==> src/rtl/pong_engine.sv <==
// Single-clock Pong engine: tick divider, game FSM, two paddles, ball and per-side scores.
// Latency: game state advances on the tick cycle; registered outputs show it the following cycle.
// Backpressure: none; controls are levels sampled on ticks, outputs are free-running.
module pong_engine #(
    parameter int COORD_W     = 12,
    parameter int SCREEN_W    = 640,
    parameter int SCREEN_H    = 480,
    parameter int PADDLE_W    = 8,
    parameter int PADDLE_H    = 64,
    parameter int PAD_MARGIN  = 16,
    parameter int BALL_SZ     = 8,
    parameter int PADDLE_STEP = 4,
    parameter int AI_STEP     = 2,
    parameter int BALL_STEP   = 2,
    parameter int TICK_DIV    = 1666667,
    parameter int SERVE_TICKS = 60,
    parameter int SCORE_W     = 4,
    parameter int WIN_SCORE   = 9
) (
    input  logic                 CLK_100MHz,
    input  logic                 Reset,
    input  logic                 start,
    input  logic                 mode,
    input  logic                 l_up,
    input  logic                 l_down,
    input  logic                 r_up,
    input  logic                 r_down,
    output logic [2*COORD_W-1:0] LPosition,
    output logic [2*COORD_W-1:0] RPosition,
    output logic [2*COORD_W-1:0] BPosition,
    output logic [SCORE_W-1:0]   LScore,
    output logic [SCORE_W-1:0]   RScore,
    output logic                 point_l,
    output logic                 point_r,
    output logic                 game_over,
    output logic                 winner,
    output logic                 tick,
    output logic [1:0]           state
);
    typedef struct packed {
        logic [COORD_W-1:0] x;
        logic [COORD_W-1:0] y;
    } pos_t;

    // Two spare bits so sums like nx+BALL_SZ and negative steps never wrap.
    typedef logic signed [COORD_W+1:0] sc_t;

    typedef enum logic [1:0] {IDLE = 2'd0, SERVE = 2'd1, PLAY = 2'd2, OVER = 2'd3} st_t;

    localparam int TW = (TICK_DIV > 1) ? $clog2(TICK_DIV) : 1;
    localparam int SW = (SERVE_TICKS > 0) ? $clog2(SERVE_TICKS + 1) : 1;

    localparam logic [TW-1:0] TMAX = TW'(TICK_DIV - 1);

    localparam sc_t K_ZERO  = '0;
    localparam sc_t K_LX    = sc_t'(PAD_MARGIN);
    localparam sc_t K_RX    = sc_t'(SCREEN_W - PAD_MARGIN - PADDLE_W);
    localparam sc_t K_LFACE = sc_t'(PAD_MARGIN + PADDLE_W);
    localparam sc_t K_RSTOP = sc_t'(SCREEN_W - PAD_MARGIN - PADDLE_W - BALL_SZ);
    localparam sc_t K_PYMAX = sc_t'(SCREEN_H - PADDLE_H);
    localparam sc_t K_BXMAX = sc_t'(SCREEN_W - BALL_SZ);
    localparam sc_t K_BYMAX = sc_t'(SCREEN_H - BALL_SZ);
    localparam sc_t K_BX0   = sc_t'((SCREEN_W - BALL_SZ) / 2);
    localparam sc_t K_BY0   = sc_t'((SCREEN_H - BALL_SZ) / 2);
    localparam sc_t K_PY0   = sc_t'((SCREEN_H - PADDLE_H) / 2);
    localparam sc_t K_BSZ   = sc_t'(BALL_SZ);
    localparam sc_t K_PH    = sc_t'(PADDLE_H);
    localparam sc_t K_HB    = sc_t'(BALL_SZ / 2);
    localparam sc_t K_HP    = sc_t'(PADDLE_H / 2);
    localparam sc_t K_PST   = sc_t'(PADDLE_STEP);
    localparam sc_t K_AST   = sc_t'(AI_STEP);
    localparam sc_t K_BST   = sc_t'(BALL_STEP);

    function automatic sc_t ext(input logic [COORD_W-1:0] v);
        return sc_t'({2'b00, v});
    endfunction

    // One paddle move, saturated to the playfield.
    function automatic logic [COORD_W-1:0] step_pad(input logic [COORD_W-1:0] y,
                                                    input logic up, input logic dn,
                                                    input sc_t stp);
        sc_t t;
        t = ext(y);
        if (up && !dn) begin
            t = t - stp;
            if (t < K_ZERO) t = K_ZERO;
        end else if (dn && !up) begin
            t = t + stp;
            if (t > K_PYMAX) t = K_PYMAX;
        end
        return t[COORD_W-1:0];
    endfunction

    logic [TW-1:0]      tcnt;
    st_t                st_q, st_d;
    logic [SW-1:0]      srv_q, srv_d;
    logic [COORD_W-1:0] ly_q, ly_d, ry_q, ry_d, bx_q, bx_d, by_q, by_d;
    logic               vx_q, vx_d, vy_q, vy_d;   // 1 = positive direction
    logic [SCORE_W-1:0] ls_q, ls_d, rs_q, rs_d;
    logic               win_q, win_d, pl_q, pl_d, pr_q, pr_d;
    sc_t                nx, ny, d;
    logic               ov_l, ov_r, hit_l, hit_r, miss_l, miss_r, ai_up, ai_dn;

    always_ff @(posedge CLK_100MHz or negedge Reset) begin
        if (!Reset)            tcnt <= '0;
        else if (tcnt == TMAX) tcnt <= '0;
        else                   tcnt <= tcnt + TW'(1);
    end

    assign tick = (tcnt == TMAX);

    // Ball kinematics and computer-paddle decision from the current registers.
    always_comb begin
        nx     = vx_q ? ext(bx_q) + K_BST : ext(bx_q) - K_BST;
        ny     = vy_q ? ext(by_q) + K_BST : ext(by_q) - K_BST;
        ov_l   = (ny + K_BSZ > ext(ly_q)) && (ny < ext(ly_q) + K_PH);
        ov_r   = (ny + K_BSZ > ext(ry_q)) && (ny < ext(ry_q) + K_PH);
        // The "before the face" term keeps a ball that already slipped past a paddle from bouncing.
        hit_l  = !vx_q && (ext(bx_q) >= K_LFACE) && (nx <= K_LFACE) && ov_l;
        hit_r  = vx_q && (ext(bx_q) + K_BSZ <= K_RX) && (nx + K_BSZ >= K_RX) && ov_r;
        miss_l = !vx_q && (nx <= K_ZERO) && !hit_l;
        miss_r = vx_q && (nx >= K_BXMAX) && !hit_r;
        d      = (ext(by_q) + K_HB) - (ext(ry_q) + K_HP);
        ai_dn  = d > K_AST;
        ai_up  = d < -K_AST;
    end

    always_comb begin
        st_d  = st_q;
        srv_d = srv_q;
        ly_d  = ly_q;
        ry_d  = ry_q;
        bx_d  = bx_q;
        by_d  = by_q;
        vx_d  = vx_q;
        vy_d  = vy_q;
        ls_d  = ls_q;
        rs_d  = rs_q;
        win_d = win_q;
        pl_d  = 1'b0;
        pr_d  = 1'b0;

        if (st_q != OVER) begin
            ly_d = step_pad(ly_q, l_up, l_down, K_PST);
            ry_d = mode ? step_pad(ry_q, r_up, r_down, K_PST)
                        : step_pad(ry_q, ai_up, ai_dn, K_AST);
        end

        case (st_q)
            IDLE: begin
                bx_d = K_BX0[COORD_W-1:0];
                by_d = K_BY0[COORD_W-1:0];
                if (start) begin
                    ls_d  = '0;
                    rs_d  = '0;
                    srv_d = SW'(SERVE_TICKS);
                    st_d  = SERVE;
                end
            end
            SERVE: begin
                bx_d = K_BX0[COORD_W-1:0];
                by_d = K_BY0[COORD_W-1:0];
                // Loaded with SERVE_TICKS on entry; leaving on the tick that reaches 0.
                if (srv_q <= SW'(1)) begin
                    srv_d = '0;
                    st_d  = PLAY;
                end else begin
                    srv_d = srv_q - SW'(1);
                end
            end
            PLAY: begin
                if (ny <= K_ZERO) begin
                    by_d = '0;
                    vy_d = 1'b1;
                end else if (ny >= K_BYMAX) begin
                    by_d = K_BYMAX[COORD_W-1:0];
                    vy_d = 1'b0;
                end else begin
                    by_d = ny[COORD_W-1:0];
                end

                if (hit_l) begin
                    bx_d = K_LFACE[COORD_W-1:0];
                    vx_d = 1'b1;
                end else if (hit_r) begin
                    bx_d = K_RSTOP[COORD_W-1:0];
                    vx_d = 1'b0;
                end else if (miss_l) begin
                    pr_d = 1'b1;
                    if (rs_q < SCORE_W'(WIN_SCORE)) rs_d = rs_q + SCORE_W'(1);
                    if (rs_q >= SCORE_W'(WIN_SCORE - 1)) begin
                        st_d  = OVER;
                        win_d = 1'b1;
                        bx_d  = '0;
                    end else begin
                        st_d  = SERVE;
                        srv_d = SW'(SERVE_TICKS);
                        bx_d  = K_BX0[COORD_W-1:0];
                        by_d  = K_BY0[COORD_W-1:0];
                        vx_d  = 1'b0;
                    end
                end else if (miss_r) begin
                    pl_d = 1'b1;
                    if (ls_q < SCORE_W'(WIN_SCORE)) ls_d = ls_q + SCORE_W'(1);
                    if (ls_q >= SCORE_W'(WIN_SCORE - 1)) begin
                        st_d  = OVER;
                        win_d = 1'b0;
                        bx_d  = K_BXMAX[COORD_W-1:0];
                    end else begin
                        st_d  = SERVE;
                        srv_d = SW'(SERVE_TICKS);
                        bx_d  = K_BX0[COORD_W-1:0];
                        by_d  = K_BY0[COORD_W-1:0];
                        vx_d  = 1'b1;
                    end
                end else begin
                    bx_d = nx[COORD_W-1:0];
                end
            end
            OVER: begin
                if (start) begin
                    ls_d  = '0;
                    rs_d  = '0;
                    srv_d = SW'(SERVE_TICKS);
                    bx_d  = K_BX0[COORD_W-1:0];
                    by_d  = K_BY0[COORD_W-1:0];
                    st_d  = SERVE;
                end
            end
            default: st_d = IDLE;
        endcase
    end

    always_ff @(posedge CLK_100MHz or negedge Reset) begin
        if (!Reset) begin
            st_q  <= IDLE;
            srv_q <= '0;
            ly_q  <= K_PY0[COORD_W-1:0];
            ry_q  <= K_PY0[COORD_W-1:0];
            bx_q  <= K_BX0[COORD_W-1:0];
            by_q  <= K_BY0[COORD_W-1:0];
            vx_q  <= 1'b1;
            vy_q  <= 1'b1;
            ls_q  <= '0;
            rs_q  <= '0;
            win_q <= 1'b0;
            pl_q  <= 1'b0;
            pr_q  <= 1'b0;
        end else begin
            // Point pulses last exactly the one cycle after the scoring tick.
            pl_q <= tick & pl_d;
            pr_q <= tick & pr_d;
            if (tick) begin
                st_q  <= st_d;
                srv_q <= srv_d;
                ly_q  <= ly_d;
                ry_q  <= ry_d;
                bx_q  <= bx_d;
                by_q  <= by_d;
                vx_q  <= vx_d;
                vy_q  <= vy_d;
                ls_q  <= ls_d;
                rs_q  <= rs_d;
                win_q <= win_d;
            end
        end
    end

    pos_t lpos, rpos, bpos;
    assign lpos.x = K_LX[COORD_W-1:0];
    assign lpos.y = ly_q;
    assign rpos.x = K_RX[COORD_W-1:0];
    assign rpos.y = ry_q;
    assign bpos.x = bx_q;
    assign bpos.y = by_q;

    assign LPosition = lpos;
    assign RPosition = rpos;
    assign BPosition = bpos;
    assign LScore    = ls_q;
    assign RScore    = rs_q;
    assign point_l   = pl_q;
    assign point_r   = pr_q;
    assign game_over = (st_q == OVER);
    assign winner    = win_q;
    assign state     = st_q;
endmodule

==> config.mk <==
export PLATFORM = sky130hd
export DESIGN_NAME = pong_engine
export DESIGN_NICKNAME = d
export VERILOG_FILES = /design/src/rtl/pong_engine.sv
export SDC_FILE = /design/constraint.sdc
export NUM_CORES = 1
export LEC_CHECK = 0
export ABC_AREA = 1
export CAP_MARGIN = 20
export CORE_MARGIN = 1.5
export CORE_UTILIZATION = 35
export DETAILED_ROUTE_END_ITERATION = 12
export SLEW_MARGIN = 15
export SYNTH_ARGS = -nofsm -noshare
export SYNTH_HDL_FRONTEND = slang
export SYNTH_SLANG_ARGS = --single-unit
==> constraint.sdc <==
create_clock -name CLK_100MHz -period 3.4 [get_ports CLK_100MHz]
set_clock_uncertainty 0.05 [all_clocks]
set_input_delay 0.85 -clock CLK_100MHz [delete_from_list [all_inputs] [get_ports CLK_100MHz]]
set_output_delay 0.85 -clock CLK_100MHz [all_outputs]
set_load 0.03 [all_outputs]
==> impl_metrics.tcl, run 1 <==
set metrics [dict create \
    hp-class "register to register" \
    clk_pin_slew_ns 0.07 \
    drv_slew 0 \
    areaGrowthSynthToFinish_pct 37.9 \
    drt-initial-drc-count 806 \
    multi_input_area_sq_mm 0.00769 \
    drive_gt1_share_pct 26.0 \
    cts_tree "yes" \
    fill_cells 2770 \
    place_congestion 0.932 \
    vias 10845 \
    place_ws_ns -0.295 \
    grt.met2_usage_pct 36.2 \
    drt_first_pass_iters 5 \
    p_leak_nw 6.65 \
    synth_edf_count 0 \
    ctsLongestPathBuffers 2 \
    die_x_um 172 \
    relSlewSlack_pct 43.6 \
    post-route-period-util_pct 107 \
    post-place-cells 2116 \
    seqCellArea_sq_mm 0.00218 \
    clkSinkCount 86 \
    ys_warn_count 0 \
    synth-seq-cells 86 \
    io_buffers 66 \
    cp.required_ns 3.66 \
    synth_seq_area_share_pct 21.8 \
    insertion_delay_ns 0.36 \
    p_per_area_mw_per_mm2 196 \
    fin_crit_ns 3.62 \
    yosysUniqueCellTypes 61 \
    grt_first_pass_wirelength_um 51500 \
    dpl_cell_area_sq_mm 0.0121 \
    row_count 61 \
    core_sq_mm 0.0279 \
    drc 0 \
    synthCells 1532 \
    total_power_mw 2.69 \
    routedWlPerCell_um 15.2 \
    busiest_layer "met2" \
    r2r_slack_ns -0.22 \
    crit_type "register to register" \
    synth_top_flop_cell "dfrtp_1" \
    ant_nets 0 \
    final_cell_mix "nand2_1, inv_1, buf_4, nor2_1, nand3_1" \
    finalSetupViolations 49 \
    rsz0062_at_grt "true" \
    status "complete, but fails checks" \
    startpoint_type "register" \
    hold_viol_final 0 \
    worstPathArrival_ns 3.88 \
    syn_area_sq_mm 0.00996 \
    fin_area_sq_mm 0.0137 \
    holdWs_ns 0.449 \
    diodes 0 \
    final_common_cell "nand2_1" \
    antenna_found_initial 0 \
    worst_slack_ns -0.221 \
    syn_avg_cell_area_sq_um 6.50 \
    io_pins 95 \
    viasPerCell 5.00 \
    h-tree-depth 3 \
    worstMarginPinSlew_ns 0.846 \
    fin_cells 2168 \
    grt_max_degree 46 \
    start_util_pct 35.8 \
    ir_drop_v 0.000227 \
    track_usage_pct 22.2 \
    routed_wl_um 33100 \
    met1_usage_pct 30.6 \
    drv_cap 0 \
    crit_fanout 5 \
    numCtsBuffers 9 \
    die_area_sq_mm 0.0295 \
    cts_root_buf "clkbuf_16" \
    hpwlAfterDp_um 25300 \
    fin_nets 1892 \
    first_global_vias 9982 \
    grt_use_met3_pct 2.60 \
    worst_setup_path_end_kind "register" \
    async_flop_share_pct 100 \
    violations "negative setup slack" \
    overflow 0 \
    max_freq_mhz 276 \
    die_y_um 172 \
]
[sequential cells by signal (all words and copies together), names as in the netlist]
name	flops
ly_q	10
tcnt	21
RScore	4
ry_q	11
state	2
by_q	12
winner	1
vy_q	1
bx_q	11
point_l	1
vx_q	1
srv_q	6
LScore	4
point_r	1
[cells by family (layout without fill, tap and decap cells)]
logic type	count (synthesis)	count (layout)	share of synthesized area, %
AO/OA/AOI/OAI	206	206	12.0
other	2	30	0.0754
flip-flops	86	86	21.8
XOR/XNOR	62	62	5.45
buffers and inverters	277	506	11.7
multiplexers	1	1	0.113
AND/OR/NAND/NOR	799	800	36.2
adder cells (fa/ha/maj)	99	99	12.6
[metal layers]
layer / share of wire [%] / vias up
met3: 4.6 / 49
met5: 0 / -
met4: 2.5 / 0
met2: 47 / 287
met1: 46 / 5060
li1: - / 5449
[area by class of cell]
cell class	count	area share, %
clock buffers	11	1.77
clock inverters	5	0.310
inverters	230	6.42
multi-input cells	1198	56.0
flip-flops and latches	86	15.9
well taps	378	3.44
repair buffers	260	16.2
[path summary, 6_finish.rpt]
kind / to / startpoint / cells after the start
max: vx_q$_DFFE_PN1P_ / by_q[2]$_DFFE_PN1P_ / 27
min: by_q[10]$_DFFE_PN0P_ / by_q[10]$_DFFE_PN0P_ / 2
max reg2reg: vx_q$_DFFE_PN1P_ / by_q[2]$_DFFE_PN1P_ / 27
min reg2reg: by_q[10]$_DFFE_PN0P_ / by_q[10]$_DFFE_PN0P_ / 2
max in group asynchronous: tcnt[10]$_DFF_PN0_ / Reset / 2
min in group asynchronous: ly_q[2]$_DFFE_PN0P_ / Reset / 1
[cell usage after synthesis (10+ instances only)]
| cell | count | area share, % |
|---|---|---|
| buf_4 | 29 | 2.2 |
| inv_2 | 10 | 0.38 |
| a22oi_1 | 12 | 0.90 |
| nand4_1 | 39 | 2.4 |
| nand3_1 | 113 | 5.7 |
| o21ai_0 | 68 | 3.4 |
| dfstp_2 | 18 | 4.7 |
| inv_1 | 211 | 8.0 |
| nand2_1 | 380 | 14 |
| ha_1 | 97 | 12 |
| a21oi_1 | 67 | 3.4 |
| nor3_1 | 35 | 1.8 |
| nor2_1 | 163 | 6.1 |
| xor2_1 | 52 | 4.6 |
| nand2_2 | 16 | 1.0 |
| xnor2_1 | 10 | 0.88 |
| dfrtp_1 | 68 | 17 |
| o21ai_1 | 11 | 0.55 |
[through the flow]
stage | utilization, % | TNS [ns]
3_5_place_dp | 43.5 | -10.36
2_1_floorplan | - | 0
3_3_place_gp | 43.5 | -6.33
5_1_grt | 49.3 | -16.32
4_1_cts | 46.8 | -3.12
6_report | 49.3 | -6.71
[worst max-delay path: stages (launching register included)]
cell,delay [ns]
dfstp_2,0.61
inv_2,0.07
ha_4,0.17
nand2_4,0.09
nand2_1,0.07
nand2_2,0.07
nand2_4,0.07
ha_4,0.16
buf_4,0.14
xor2_2,0.16
inv_2,0.08
buf_6,0.12
ha_4,0.26
nand2_1,0.06
nor2_2,0.10
nand2_1,0.09
nand4_1,0.07
nand3_1,0.07
nand3b_1,0.18
nand3_2,0.12
nand3_2,0.13
buf_4,0.16
buf_6,0.11
nand3b_4,0.07
nand2_2,0.07
nor2_1,0.09
nand2_1,0.05
nand2_1,0.06
[repair_timing]
action,in CTS,in global routing
hold buffers,0,0
buffers inserted,17,18
cloned,2,0
setup endpoints to repair,51,52
resized for setup,111,144
pin swaps,64,72
[power by group]
| group | switching [mW] | internal (mW) | total, mW |
|---|---|---|---|
| clock network | 0.468 | 0.526 | 0.994 |
| logic | 0.391 | 0.250 | 0.641 |
| registers | 0.0167 | 1.04 | 1.06 |
No activity file was read; power rests on OpenSTA's default activity.
==> run 2, diff against run 1 <==
Settings changed: PLACE_DENSITY set to 0.64, REMOVE_ABC_BUFFERS set to 1.
==> run 2 against run 1 <==
The run still ends with negative setup slack left. Sequential share of layout area about the same. Critical endpoint is now srv_q[2]$_DFFE_PN0P_. Routed wire length decreased by 0.97%. Total power increased by 4.5%. Count of clock-buffer cells in the layout decreased by 2. Cell area down 0.25%. Core utilization is 0.13 points lower. Global-route usage decreased by 0.15 points. Non-clock buffer count fell by 9. Die area stayed put. Final cell count down 0.42%. Critical path type unchanged.
==> impl_metrics.tcl, run 2 (synthesized netlist as in run 1, its figures left out) <==
set metrics [dict create \
    status "complete, but fails checks" \
    violations "negative setup slack" \
    ir_drop_v 0.000192 \
    ant_nets 0 \
    io_pins 95 \
    insertion_delay_ns 0.37 \
    drive_gt1_share_pct 25.0 \
    cp_slowest_cell "dfstp_2" \
    holdPathStages 1 \
    h-tree-depth 3 \
    clk_pin_slew_ns 0.07 \
    fin_nets 1883 \
    worst_setup_path_end_kind "register" \
    setup.worst_path.start "by_q[2]$_DFFE_PN1P_" \
    worstPathArrival_ns 3.83 \
    vias 10989 \
    holdWs_ns 0.445 \
    hp-class "register to register" \
    row_count 61 \
    routed_wl_um 32700 \
    drv_slew 0 \
    place_ws_ns -0.420 \
    worstMarginPinSlew_ns 0.775 \
    postCtsHoldBufs 0 \
    areaGrowthSynthToFinish_pct 37.5 \
    hold_viol_final 0 \
    hpwlAfterDp_um 24900 \
    rsz0062_at_grt "true" \
    drc 0 \
    crit_type "register to register" \
    fill_cells 2701 \
    max_freq_mhz 276 \
    grt_max_degree 87 \
    die_area_sq_mm 0.0295 \
    post-route-period-util_pct 107 \
    dr_wl_met2_um 15900 \
    crit_path_cell_trace "ha_4 > buf_4 > nand2_1 > nand3_1 > nand2_2 > ha_4 > buf_6 > xor2_2 > inv_2 > buf_6 > ha_4 > buf_6 > a21oi_2 > nand4_1 > nand3_1 > nand3b_1 > nand3_2 > nand4_1 > nand2_2 > nor2_4 > nand3_4 > nand2_2 > nand2_1" \
    numCtsBuffers 9 \
    startpoint_type "register" \
    drv_cap 0 \
    grt_first_pass_wirelength_um 51600 \
    finalSetupViolations 40 \
    finalCoreUtilization_pct 49.2 \
    hold_start "tcnt[0]$_DFF_PN0_" \
    drt-initial-drc-count 748 \
    timing.rr.start "by_q[2]$_DFFE_PN1P_" \
    first_global_vias 10245 \
    routedWlPerCell_um 15.2 \
    largest_register_ffs 21 \
    routed.top_layer "met4" \
    met3RoutedLength_um 1510 \
    antenna_found_initial 0 \
    cp.required_ns 3.60 \
    clkSinkCount 86 \
    cts_root_buf "clkbuf_16" \
    cp_slowest_stage_delay_ns 0.59 \
    regMostFlops "tcnt" \
    cts_tree "yes" \
    drt_first_pass_iters 6 \
    p_per_area_mw_per_mm2 206 \
    die_y_um 172 \
    setup-tns-final_ns -6.83 \
    wl_met1_um 14500 \
    reg2reg_depth 23 \
    relSlewSlack_pct 48.3 \
    overflow 0 \
    fin_crit_ns 3.62 \
    p_leak_nw 6.60 \
    core_sq_mm 0.0279 \
    place_congestion 0.957 \
    io_buffers 66 \
    diodes 0 \
    ctsLongestPathBuffers 2 \
    die_x_um 172 \
    viasPerCell 5.09 \
    worst_slack_ns -0.224 \
    biggestRegsByFlops "tcnt: 21 flops, by_q: 12 flops" \
    track_usage_pct 22.1 \
    final_cell_mix "nand2_1, inv_1, buf_4, nor2_1, nand3_1" \
    start_util_pct 35.8 \
    crit_fanout 6 \
    final_common_cell "nand2_1" \
]
run 2: cell count changes in the layout (fill, tap and decap cells not counted), sizes merged:
cell      previous run  this run
buf                195       186
bufinv               0         2
clkbuf              11         9
clkinv              12        10
clkinvlp             0         2
run 2: cell type report:
class / instances / area [sq um] / share of cell area, %
flip-flops and latches: 86 / 2170 / 15.9
multi-input cells: 1198 / 7650 / 55.8
well taps: 378 / 473 / 3.45
clock inverters: 7 / 104 / 0.758
inverters: 230 / 873 / 6.38
repair buffers: 251 / 2200 / 16.0
clock buffers: 9 / 225 / 1.64
run 2: timing repair:
item | 4_1_cts | 5_1_grt
gates resized for setup | 142 | 104
buffers inserted | 21 | 8
setup endpoints to repair | 51 | 52
pin swaps | 80 | 76
cloned | 1 | 0
run 2: where the power goes:
part / total (mW) / internal [mW] / switching (mW)
clock: 1.14 / 0.654 / 0.485
combinational: 0.619 / 0.235 / 0.385
sequential: 1.06 / 1.04 / 0.0166
total: 2.82 / 1.93 / 0.886
run 2: layer usage:
layer  up-vias  GRT usage, %
li1       5417             -
met1      5156          28.9
met2       357          37.6
met3        59          2.46
met4         0          7.51
met5         -             0
run 2: worst paths after layout:
| kind | endpoint | slack (ns) |
|---|---|---|
| setup / recovery | srv_q[2]$_DFFE_PN0P_ | -0.22 |
| hold / removal | tcnt[0]$_DFF_PN0_ | 0.44 |
| setup reg to reg | srv_q[2]$_DFFE_PN0P_ | -0.22 |
| hold reg to reg | tcnt[0]$_DFF_PN0_ | 0.44 |
| max in group asynchronous | by_q[6]$_DFFE_PN1P_ | 2.40 |
| min in group asynchronous | ly_q[2]$_DFFE_PN0P_ | 0.46 |
run 2: worst max-delay path, delay by kind of cell, from the launching register on:
family                     cells  cell delay (ns)
buffers and inverters          5             0.53
AOI/OAI and AO/OA              1             0.14
and+or+nand+nor               13             1.50
adders and majority gates      3             0.55
DFF                            1             0.59
xor gates and xnor gates       1             0.16
run 2: through the flow:
stage          std cells  cell area (sq um)  total power [mW]
2_1_floorplan       1513               9760              1.41
3_3_place_gp        2114              12100              1.61
3_5_place_dp        2114              12100              1.61
4_1_cts             2151              13200              2.78
5_1_grt             2159              13700              2.93
6_report            2159              13700              2.82
==> run 3, diff against run 2 <==
Settings changed: TNS_END_PERCENT set to 20.
==> run 3 against run 2 <==
The run still ends with negative setup slack left. First-iteration DRC count increased by 6.6%. Critical path type unchanged. Largest cell class unchanged. Die area is the same. Flip-flop and latch count unchanged. Routed wire length shrank 0.42%.
==> impl_metrics.tcl, run 3 (synthesized netlist as in run 1, its figures left out) <==
set metrics [dict create \
    p_leak_nw 6.55 \
    worstPathArrival_ns 3.87 \
    clkSinkCount 86 \
    routedWlPerCell_um 15.2 \
    post-route-period-util_pct 108 \
    areaGrowthSynthToFinish_pct 35.3 \
    row_count 61 \
    die_area_sq_mm 0.0295 \
    critical_path.top_delay_family "simple AND/OR/NAND/NOR gates" \
    biggestRegsByFlops "tcnt: 21 flops, by_q: 12 flops" \
    fin_nets 1875 \
    finalCoreUtilization_pct 48.4 \
    io_pins 95 \
    vias 10947 \
    status "complete, but fails checks" \
    worst_setup_path_end_kind "register" \
    drive_gt1_share_pct 23.5 \
    drc 0 \
    cp_slowest_stage_delay_ns 0.59 \
    core_sq_mm 0.0279 \
    die_x_um 172 \
    io_buffers 66 \
    finalSetupViolations 41 \
    r2r_slack_ns -0.27 \
    setup-tns-final_ns -7.55 \
    hp-class "register to register" \
    insertion_delay_ns 0.37 \
    ir_drop_v 0.000193 \
    final_common_cell "nand2_1" \
    cp_slowest_cell "dfstp_2" \
    first_global_vias 10127 \
    worst_path_most_repeated_cell "nand2_2" \
    die_y_um 172 \
    crit_fanout 6 \
    ant_nets 0 \
    clk_pin_slew_ns 0.08 \
    final_cell_mix "nand2_1, inv_1, buf_4, nor2_1, nand3_1" \
    start_util_pct 35.8 \
    numCtsBuffers 9 \
    worst_slack_ns -0.268 \
    hold_viol_final 0 \
    rsz0062_at_grt "true" \
    drt_first_pass_iters 5 \
    p_per_area_mw_per_mm2 207 \
    worstMarginPinSlew_ns 0.838 \
    ctsLongestPathBuffers 2 \
    viasPerCell 5.09 \
    total_power_mw 2.79 \
    diodes 0 \
    antenna_found_initial 0 \
    regMostFlops "tcnt" \
    relSlewSlack_pct 44.1 \
    fin_crit_ns 3.67 \
    routed_wl_um 32600 \
    grt_first_pass_wirelength_um 50900 \
    violations "negative setup slack" \
    hpwlAfterDp_um 24900 \
    path_buf_inv 5 \
    drv_cap 0 \
    grt_max_degree 87 \
    drv_slew 0 \
    cts_tree "yes" \
    track_usage_pct 21.8 \
    overflow 0 \
    crit_path_cell_trace "inv_2 > ha_4 > buf_4 > nand3_2 > nand2_2 > nand2_2 > nand2_4 > inv_2 > nand4_1 > nor2_2 > buf_6 > xor2_4 > buf_6 > ha_1 > a21oi_2 > o21ai_1 > nand2_1 > nand3_2 > nand4_1 > nand2_2 > nor2_4 > nand3_4 > nand2_2 > nand2_1" \
    h-tree-depth 3 \
    place_congestion 0.957 \
    largest_register_ffs 21 \
    startpoint_type "register" \
    crit_type "register to register" \
    drt-initial-drc-count 797 \
    postCtsHoldBufs 0 \
    max_freq_mhz 273 \
    cts_root_buf "clkbuf_16" \
    cp.required_ns 3.60 \
]
[run 3: cell types whose count changed in the layout (fill, tap and decap cells not counted), moves of 2 or more]
cell	previous run	this run
buf_6	24	18
nand2_2	50	42
nand2_1	336	342
ha_1	74	80
ha_4	22	17
a21oi_1	53	60
nor2_2	12	14
nand2_4	13	15
buf_4	157	155
o21ai_0	50	52
o21ai_1	24	22
a21oi_2	16	10
[run 3: layout make-up]
class	instances	area, sq um
flip-flops and latches	86	2170
clock inverters	7	104
well taps	378	473
multi-input cells	1198	7510
clock buffers	9	225
inverters	230	871
repair buffers	243	2110
fillers	2750	14400
[run 3: metal layers]
layer,share of wire (%),up-vias,global-route usage (%)
li1,-,5408,-
met1,44,5100,28.5
met2,48,368,36.8
met3,4.7,71,2.58
met4,2.9,0,7.67
met5,0,-,0
[run 3: timing repair]
item	4_1_cts	5_1_grt
pin swaps	59	76
resized for setup	102	111
setup endpoints to repair	51	52
setup buffers	12	8
gates cloned	1	0
[run 3: path summary, 6_finish.rpt]
path / startpoint / cells past startpoint / endpoint
max: by_q[2]$_DFFE_PN1P_ / 24 / srv_q[4]$_DFFE_PN0P_
min reg2reg: tcnt[0]$_DFF_PN0_ / 1 / tcnt[0]$_DFF_PN0_
min: tcnt[0]$_DFF_PN0_ / 1 / tcnt[0]$_DFF_PN0_
min in group asynchronous: Reset / 2 / ly_q[9]$_DFFE_PN0P_
max in group asynchronous: Reset / 2 / by_q[2]$_DFFE_PN1P_
max reg2reg: by_q[2]$_DFFE_PN1P_ / 24 / srv_q[4]$_DFFE_PN0P_
[run 3: where the power goes]
group	internal (mW)	switching (mW)	total, mW
clock network	0.654	0.489	1.14
registers	1.04	0.0163	1.06
logic	0.218	0.371	0.589
total	1.91	0.876	2.79
[run 3: per-stage QoR]
step | hold WS, ns | area (sq um) | std cells | worst slack [ns]
global route | 0.484 | 13500 | 2151 | -0.456
detailed placement | 0.439 | 12100 | 2114 | -0.420
floorplan | 0.404 | 9760 | 1513 | -0.274
CTS | 0.448 | 12900 | 2143 | -0.209
global placement | 0.424 | 12100 | 2114 | -0.385
finish | 0.445 | 13500 | 2151 | -0.268
